`config.mk`:
```
export PLATFORM = sky130hd
export DESIGN_NAME = atcm_mul_arbiter
export DESIGN_NICKNAME = d
export VERILOG_FILES = /design/src/rtl/atcm_mul_arbiter.sv
export SDC_FILE = /design/constraint.sdc
export NUM_CORES = 1
export LEC_CHECK = 0
export ABC_AREA = 0
export ABC_CLOCK_PERIOD_IN_PS = 2300
export CAP_MARGIN = 10
export CORE_ASPECT_RATIO = 1.25
export CORE_MARGIN = 3
export CORE_UTILIZATION = 26
export DETAILED_ROUTE_END_ITERATION = 10
export GPL_TIMING_DRIVEN = 1
export PLACE_DENSITY_LB_ADDON = 0.05
export SLEW_MARGIN = 20
export SYNTH_ARGS = -nofsm -noshare
export SYNTH_HDL_FRONTEND = slang
export SYNTH_SLANG_ARGS = --single-unit
```
`constraint.sdc`:
```
create_clock -name clk_100M -period 2.3 [get_ports clk_100M]
set_input_delay 0.345 -clock clk_100M [delete_from_list [all_inputs] [get_ports clk_100M]]
set_output_delay 0.345 -clock clk_100M [all_outputs]
set_load 0.1 [all_outputs]
```
`src/rtl/atcm_mul_arbiter.sv`:
```
// Round-robin arbiter feeding four requesters into one shared 8x8 multiplier,
// with a two-stage operand/result pipeline and a saturating completion counter.
module atcm_mul_arbiter #(
    parameter int CNT_W = 16
) (
    input  logic             clk_100M,
    input  logic             rst,
    input  logic [3:0]       req_valid,
    input  logic [31:0]      req_a,
    input  logic [31:0]      req_b,
    output logic [3:0]       req_ready,
    output logic [7:0]       mul_a,
    output logic [7:0]       mul_b,
    input  logic [15:0]      mul_z,
    output logic             rsp_valid,
    output logic [1:0]       rsp_id,
    output logic [15:0]      rsp_z,
    input  logic             rsp_ready,
    output logic [CNT_W-1:0] done_cnt
);
    localparam int NUM_LANES = 4;

    logic [1:0]       ptr_q, ptr_d;
    logic             s1_valid_q, s1_valid_d;
    logic [1:0]       s1_id_q, s1_id_d;
    logic [7:0]       mul_a_q, mul_a_d;
    logic [7:0]       mul_b_q, mul_b_d;
    logic             rsp_valid_q, rsp_valid_d;
    logic [1:0]       rsp_id_q, rsp_id_d;
    logic [15:0]      rsp_z_q, rsp_z_d;
    logic [CNT_W-1:0] done_cnt_q, done_cnt_d;

    logic       s2_free, s1_free;
    logic       gnt_vld;
    logic [1:0] gnt_idx;
    logic [1:0] idx;
    logic       accept;

    assign s2_free = !rsp_valid_q || rsp_ready;
    assign s1_free = !s1_valid_q || s2_free;

    // Scan from the farthest offset down so the nearest valid requester to ptr wins.
    always_comb begin
        gnt_vld = 1'b0;
        gnt_idx = ptr_q;
        idx     = ptr_q;
        for (int k = NUM_LANES - 1; k >= 0; k--) begin
            idx = ptr_q + 2'(k);
            if (req_valid[idx]) begin
                gnt_vld = 1'b1;
                gnt_idx = idx;
            end
        end
    end

    assign accept = gnt_vld && s1_free && !rst;

    always_comb begin
        req_ready = '0;
        if (accept) req_ready[gnt_idx] = 1'b1;
    end

    always_comb begin
        ptr_d       = ptr_q;
        s1_valid_d  = s1_valid_q;
        s1_id_d     = s1_id_q;
        mul_a_d     = mul_a_q;
        mul_b_d     = mul_b_q;
        rsp_valid_d = rsp_valid_q;
        rsp_id_d    = rsp_id_q;
        rsp_z_d     = rsp_z_q;
        done_cnt_d  = done_cnt_q;

        if (s2_free) begin
            rsp_valid_d = s1_valid_q;
            rsp_id_d    = s1_id_q;
            rsp_z_d     = mul_z;
        end

        // Operands only move on a real grant so the multiplier inputs stay quiet.
        if (s1_free) begin
            s1_valid_d = gnt_vld;
            if (gnt_vld) begin
                s1_id_d = gnt_idx;
                mul_a_d = req_a[8*gnt_idx +: 8];
                mul_b_d = req_b[8*gnt_idx +: 8];
                ptr_d   = gnt_idx + 2'd1;
            end
        end

        if (rsp_valid_q && rsp_ready && (done_cnt_q != {CNT_W{1'b1}}))
            done_cnt_d = done_cnt_q + 1'b1;
    end

    always_ff @(posedge clk_100M or posedge rst) begin
        if (rst) begin
            ptr_q       <= '0;
            s1_valid_q  <= 1'b0;
            s1_id_q     <= '0;
            mul_a_q     <= '0;
            mul_b_q     <= '0;
            rsp_valid_q <= 1'b0;
            rsp_id_q    <= '0;
            rsp_z_q     <= '0;
            done_cnt_q  <= '0;
        end else begin
            ptr_q       <= ptr_d;
            s1_valid_q  <= s1_valid_d;
            s1_id_q     <= s1_id_d;
            mul_a_q     <= mul_a_d;
            mul_b_q     <= mul_b_d;
            rsp_valid_q <= rsp_valid_d;
            rsp_id_q    <= rsp_id_d;
            rsp_z_q     <= rsp_z_d;
            done_cnt_q  <= done_cnt_d;
        end
    end

    assign mul_a     = mul_a_q;
    assign mul_b     = mul_b_q;
    assign rsp_valid = rsp_valid_q;
    assign rsp_id    = rsp_id_q;
    assign rsp_z     = rsp_z_q;
    assign done_cnt  = done_cnt_q;

endmodule

```
==> results_dict.tcl, run 1 <==
set metrics [dict create \
    slew_violations 0 \
    cts_buffer_depth 2 \
    hold_viol_final 0 \
    yosysSeqAreaShare 0.471 \
    synth_top_area_share 0.471 \
    max_stage_delay_ns 0.56 \
    rrSetupSlack_ns 0.44 \
    p_leak_uw 0.00213 \
    end_kind "output pin" \
    fin_cells 584 \
    hold_start "rsp_z[0]" \
    gr-total-overflow 0 \
    arrival_ns 1.87 \
    cp_num_buf_inv 3 \
    max-vdd-ir-drop_v 0.000509 \
    async_flop_share 1.00 \
    p_per_area_nw_per_um2 1180 \
    synth_ff_type "dfrtp_1" \
    num_vias 2788 \
    cts.htree.levels 2 \
    hold_end "rsp_z[0]" \
    cp_max_fo 4 \
    synth_edf_count 0 \
    area_growth_pct 60.2 \
    hpwl_um 7200 \
    cts_buffers 5 \
    drtPass1Iterations 4 \
    synth_commonest_cells "nand2_1 (60), dfrtp_1 (56), a211oi_1 (22), nor2_1 (21), and4_1 (17)" \
    synth_most_common_cell "nand2_1" \
    nets 536 \
    insertion_delay_ns 0.29 \
    die_area_um2 12800 \
    antenna_found_initial 0 \
    syn_inst 295 \
    cts_sinks 56 \
    period_needed_ns 2.22 \
    nFillCells 1122 \
    r2r_end "done_cnt[13]" \
    ys_types 41 \
    port_buffers 141 \
    finalPower_uw 5610 \
    dieWidth_um 102 \
    gp_congestion 0.787 \
    tightestPinTransition_ns 0.764 \
    r2r_start "done_cnt[13]" \
    ant_nets 0 \
    cp_slowest_cell "clkdlybuf4s50_1" \
    worstPathCellList "clkdlybuf4s50_1 > nor4_2 > buf_4 > a21oi_4 > o211ai_4 > nor3_4 > buf_12" \
    clk_pin_slew_worst_paths_ns 0.07 \
    layout-drive-gt1-share 0.265 \
    critPathLaunch "req_valid[1]" \
    yosys_warnings 0 \
    status "finished clean" \
    pre_cts_ws_ns -0.0434 \
    diodes 0 \
    rsz0062_at_grt "no" \
    ys_ff_latch 56 \
    initial_core_util 0.267 \
    grt_pass1_wl_um 15400 \
    drtIter0Drc 87 \
    grt_pass1_vias 2892 \
    period_share 0.965 \
    maxSlewHeadroom 0.491 \
    cp.required_ns 1.96 \
    core_area_um2 11100 \
    cpLargestDelayFamily "buffers and inverters" \
    final_core_util 0.428 \
    drcViolationCount 0 \
    globalRouteTotalUtil 0.154 \
    setup-violations-final 0 \
    synthesis.nets 383 \
    via_per_inst 4.77 \
    wl_um 9710 \
    fp.dieH_um 126 \
    cts-root-buf "clkbuf_16" \
    hp-class "reg -> reg" \
    startpoint_type "primary input" \
    avgSynthCellArea_um2 10.1 \
    skew_ns 0.00546 \
    holdBufCountCts 0 \
    routedWlPerCell_um 16.6 \
    cap_violations 0 \
    criticalPathCategory "in -> out" \
    rows 43 \
    syn_area_um2 2970 \
    synth_area_leaders "dfrtp_1 (47%), nand2_1 (7.6%), a211oi_1 (5.6%), mux2i_1 (5.4%), and4_1 (5.0%)" \
    grt_max_degree 57 \
    whs_path_depth 2 \
    reg2regPathDepth 5 \
    synth_area_leader_cell "dfrtp_1" \
    final.setup.worst_slack_ns 0.0811 \
    setup_tns_ns 0 \
    fmaxAchievable_ghz 0.451 \
    cts_tree "built" \
    placed_cells 574 \
    pin_count 142 \
]
==> stage by stage <==
| step | hold WS (ns) | cell area (um^2) |
|---|---|---|
| global route | 0.494 | 4770 |
| finish | 0.467 | 4770 |
| CTS | 0.476 | 4720 |
| detailed placement | 0.459 | 4570 |
| global placement | 0.453 | 4570 |
| floorplan | 0.431 | 3010 |
==> sequential cells by signal, summed over array words and instances, names as in the netlist <==
signal / flops
s1_valid_q: 1
mul_b: 8
ptr_q: 2
done_cnt: 16
rsp_valid: 1
s1_id_q: 2
rsp_z: 16
mul_a: 8
rsp_id: 2
==> cell usage in the layout, fill, tap and decap left out, types with 3 or more instances in the layout <==
master | netlist | layout
buf_12 | 0 | 5
and3_1 | 7 | 5
clkdlybuf4s50_1 | 0 | 83
dfrtp_1 | 56 | 54
xnor2_1 | 12 | 12
nand3_1 | 7 | 7
buf_4 | 2 | 70
mux2i_1 | 16 | 16
o21ai_2 | 5 | 5
xor2_1 | 3 | 3
clkbuf_16 | 0 | 5
o21a_1 | 4 | 4
a31oi_1 | 3 | 3
and4_1 | 17 | 17
nor2_1 | 21 | 21
inv_1 | 4 | 3
a211oi_2 | 10 | 10
nand4_1 | 6 | 6
nand2_1 | 60 | 60
a211oi_1 | 22 | 22
==> worst max path at each step <==
stage	endpoint	slack, ns	cells after the start
after floorplan	req_ready[0]	-0.31	6
after CTS	req_ready[0]	-0.01	8
after global routing	req_ready[0]	0.007	7
final	req_ready[0]	0.08	7
after global placement	req_ready[2]	-0.03	8
after detailed placement	req_ready[2]	-0.04	8
==> layer usage <==
metal | GRT usage | up-vias | part of all wire
met3 | 0.0446 | 7 | 0.067
li1 | - | 1365 | -
met4 | 0.0368 | 0 | 0.011
met5 | 0 | - | 0
met2 | 0.267 | 83 | 0.50
met1 | 0.186 | 1333 | 0.42
==> cell families (layout without fill, tap and decap cells) <==
family,after synthesis,in the layout,synth area share
and+or+nand+nor,130,130,0.220
AOI/OAI and AO/OA,56,56,0.166
DFF,56,56,0.471
buffers and inverters,19,173,0.0328
muxes,18,18,0.0614
xor gates and xnor gates,15,15,0.0442
adders and majority gates,1,1,0.00421
==> report_power, final <==
part	total [uW]	internal (uW)	leakage (uW)	switching (uW)
logic	3390	924	0.00139	2460
clock network	780	407	0.0000702	373
registers	1450	1240	0.000668	209
total	5610	2570	0.00213	3040
==> tightest hold or removal path: stages, from the launching register on <==
cell	delay, ns
dfrtp_1	0.35
nand2_1	0.05
nand2_1	0.04
==> final cells by class <==
type | instances | area, um^2 | share of cell area
clock buffer | 5 | 125 | 0.0263
multi-input combinational | 220 | 1540 | 0.322
timing repair buffer | 161 | 1490 | 0.313
sequential | 56 | 1410 | 0.295
clock inverter | 3 | 21.3 | 0.00446
tap | 135 | 169 | 0.0354
inverter | 4 | 18.8 | 0.00394
==> what timing repair did <==
action                     CTS  global route
pin swaps                    0             2
resized for setup            4             7
buffers inserted             0             2
setup endpoints to repair    3             4
Power figures use the tool's default switching activity.
==> run 2, diff against run 1 <==
--- a/config.mk
+++ b/config.mk
@@ -18,3 +18,4 @@
 export SYNTH_ARGS = -nofsm -noshare
 export SYNTH_HDL_FRONTEND = slang
 export SYNTH_SLANG_ARGS = --single-unit
+export TNS_END_PERCENT = 10
==> run 2 against run 1 <==
Utilization down 0.22 points; sequential cell count stayed put; critical path depth unchanged; design area decreased by 0.52%; clock skew about the same; via count hardly changed; routed wire length decreased by 3.7%; final cell count rose by 0.34%; total power decreased by 0.34%; setup slack worse by 0.015 ns; worst hold slack gained 0.0043 ns; critical path type unchanged; largest cell class unchanged.
==> results_dict.tcl, run 2 (same netlist as run 1, synthesis figures left out) <==
set metrics [dict create \
    via_per_inst 4.76 \
    dieWidth_um 102 \
    maxSlewHeadroom 0.503 \
    criticalPathCategory "in -> out" \
    gp_congestion 0.802 \
    status "finished clean" \
    period_share 0.971 \
    drcViolationCount 0 \
    p_leak_uw 0.00212 \
    num_vias 2790 \
    slew_violations 0 \
    rsz0062_at_grt "yes" \
    hold_viol_final 0 \
    die_area_um2 12800 \
    cts.htree.levels 2 \
    nets 538 \
    cp_num_buf_inv 3 \
    core_area_um2 11100 \
    cts_buffers 5 \
    p_clk_frac 0.141 \
    drtIter0Drc 77 \
    layout-drive-gt1-share 0.251 \
    gr-total-overflow 0 \
    ant_nets 0 \
    pre_cts_ws_ns -0.0216 \
    end_kind "output pin" \
    max-vdd-ir-drop_v 0.000515 \
    fmaxAchievable_ghz 0.448 \
    stdcell_area_um2 4740 \
    post-cts-setup-buffers 0 \
    skew_ns 0.00519 \
    cp.required_ns 1.96 \
    fp.dieH_um 126 \
    final_common_cell "clkdlybuf4s50_1" \
    cap_violations 0 \
    routedWlPerCell_um 16.0 \
    rows 43 \
    switchingPower_uw 3010 \
    grt_max_degree 57 \
    setup-violations-final 0 \
    dpl_cell_area_um2 4580 \
    power_frac_seq 0.257 \
    p_comb_frac 0.601 \
    diodes 0 \
    cts_tree "built" \
    clk_pin_slew_worst_paths_ns 0.07 \
    max_stage_delay_ns 0.47 \
    drtPass1Iterations 4 \
    mostFrequentLayoutCells "clkdlybuf4s50_1 (84), buf_4 (73), nand2_1 (60)" \
    finalPower_uw 5600 \
    cts-root-buf "clkbuf_16" \
    arrival_ns 1.89 \
    globalRouteTotalUtil 0.149 \
    final.setup.worst_slack_ns 0.0658 \
    grt_pass1_vias 2921 \
    port_buffers 141 \
    hpwl_um 7250 \
    swShare 0.538 \
    internal_power_uw 2590 \
    startpoint_type "primary input" \
    pin_count 142 \
    worstPathCellList "clkdlybuf4s50_1 > nor4_1 > buf_4 > a21oi_4 > and2_4 > and3_1 > buf_12" \
    antenna_found_initial 0 \
    cts_buffer_depth 2 \
    cpLargestDelayFamily "buffers and inverters" \
    p_per_area_nw_per_um2 1180 \
    tightestPinTransition_ns 0.746 \
    cp_max_fo 5 \
    cts_sinks 56 \
    insertion_delay_ns 0.29 \
    hp-class "reg -> reg" \
    nFillCells 1132 \
    wl_um 9350 \
    grt_pass1_wl_um 15100 \
    period_needed_ns 2.23 \
    area_growth_pct 59.4 \
    cp_slowest_cell "clkdlybuf4s50_1" \
    initial_core_util 0.267 \
]
[run 2: changes by cell type in the layout (fill, tap and decap cells not counted), moves of 2 or more]
cell / before / now
and3_2: 2 / 0
nor2b_1: 0 / 3
nor2b_2: 2 / 0
buf_4: 70 / 73
[run 2: area by class of cell]
| class | instances | area, um^2 | share of cell area |
|---|---|---|---|
| timing repair buffer | 163 | 1490 | 0.314 |
| clock buffer | 7 | 143 | 0.0301 |
| multi-input combinational | 220 | 1510 | 0.318 |
| tap | 135 | 169 | 0.0356 |
| inverter | 4 | 18.8 | 0.00396 |
| sequential | 56 | 1410 | 0.296 |
| clock inverter | 1 | 7.51 | 0.00158 |
[run 2: what timing repair did]
action / 4_1_cts / 5_1_grt
resized for setup: 1 / 3
endpoints found under the setup margin: 2 / 4
pin swaps: 0 / 0
hold buffers: 0 / 0
[run 2: final timing paths]
check                             start  slack [ns]  depth (start not counted)            to
max                        req_valid[0]        0.07                          7  req_ready[2]
min                            rsp_z[5]        0.47                          2      rsp_z[5]
max reg2reg                done_cnt[12]        0.45                          5  done_cnt[13]
min reg2reg                    rsp_z[5]        0.47                          2      rsp_z[5]
max in group asynchronous           rst        0.88                          3     rsp_valid
min in group asynchronous           rst        0.86                          3      mul_a[3]
[run 2: stage by stage]
stage / TNS (ns) / util / hold WS, ns / std cells
finish: 0 / 0.426 / 0.471 / 586
CTS: 0 / 0.425 / 0.476 / 586
global route: -0.0256 / 0.426 / 0.485 / 586
global placement: -0.0202 / 0.411 / 0.452 / 578
floorplan: -1.14 / - / 0.431 / 295
detailed placement: -0.0368 / 0.411 / 0.461 / 578
[run 2: power by group through the flow]
stage          logic, uW  registers, uW  clock network, uW
2_1_floorplan        855           3070                  0
4_1_cts             3400           1440                827
3_5_place_dp        3400           1450                  0
5_1_grt             3540           1480                868
3_3_place_gp        3390           1450                  0
6_report            3370           1440                791
[run 2: worst register-to-register path: stages, from the launching register on]
cell	delay, ns
dfrtp_1	0.43
and4_1	0.25
and3_1	0.23
a2111oi_2	0.50
nand4_1	0.17
xnor2_1	0.15
[run 2: metal layers]
metal,vias up,global-route usage,share of wire
li1,1367,-,-
met1,1315,0.183,0.42
met2,100,0.247,0.49
met3,8,0.0519,0.082
met4,0,0.0407,0.012
met5,-,0,0
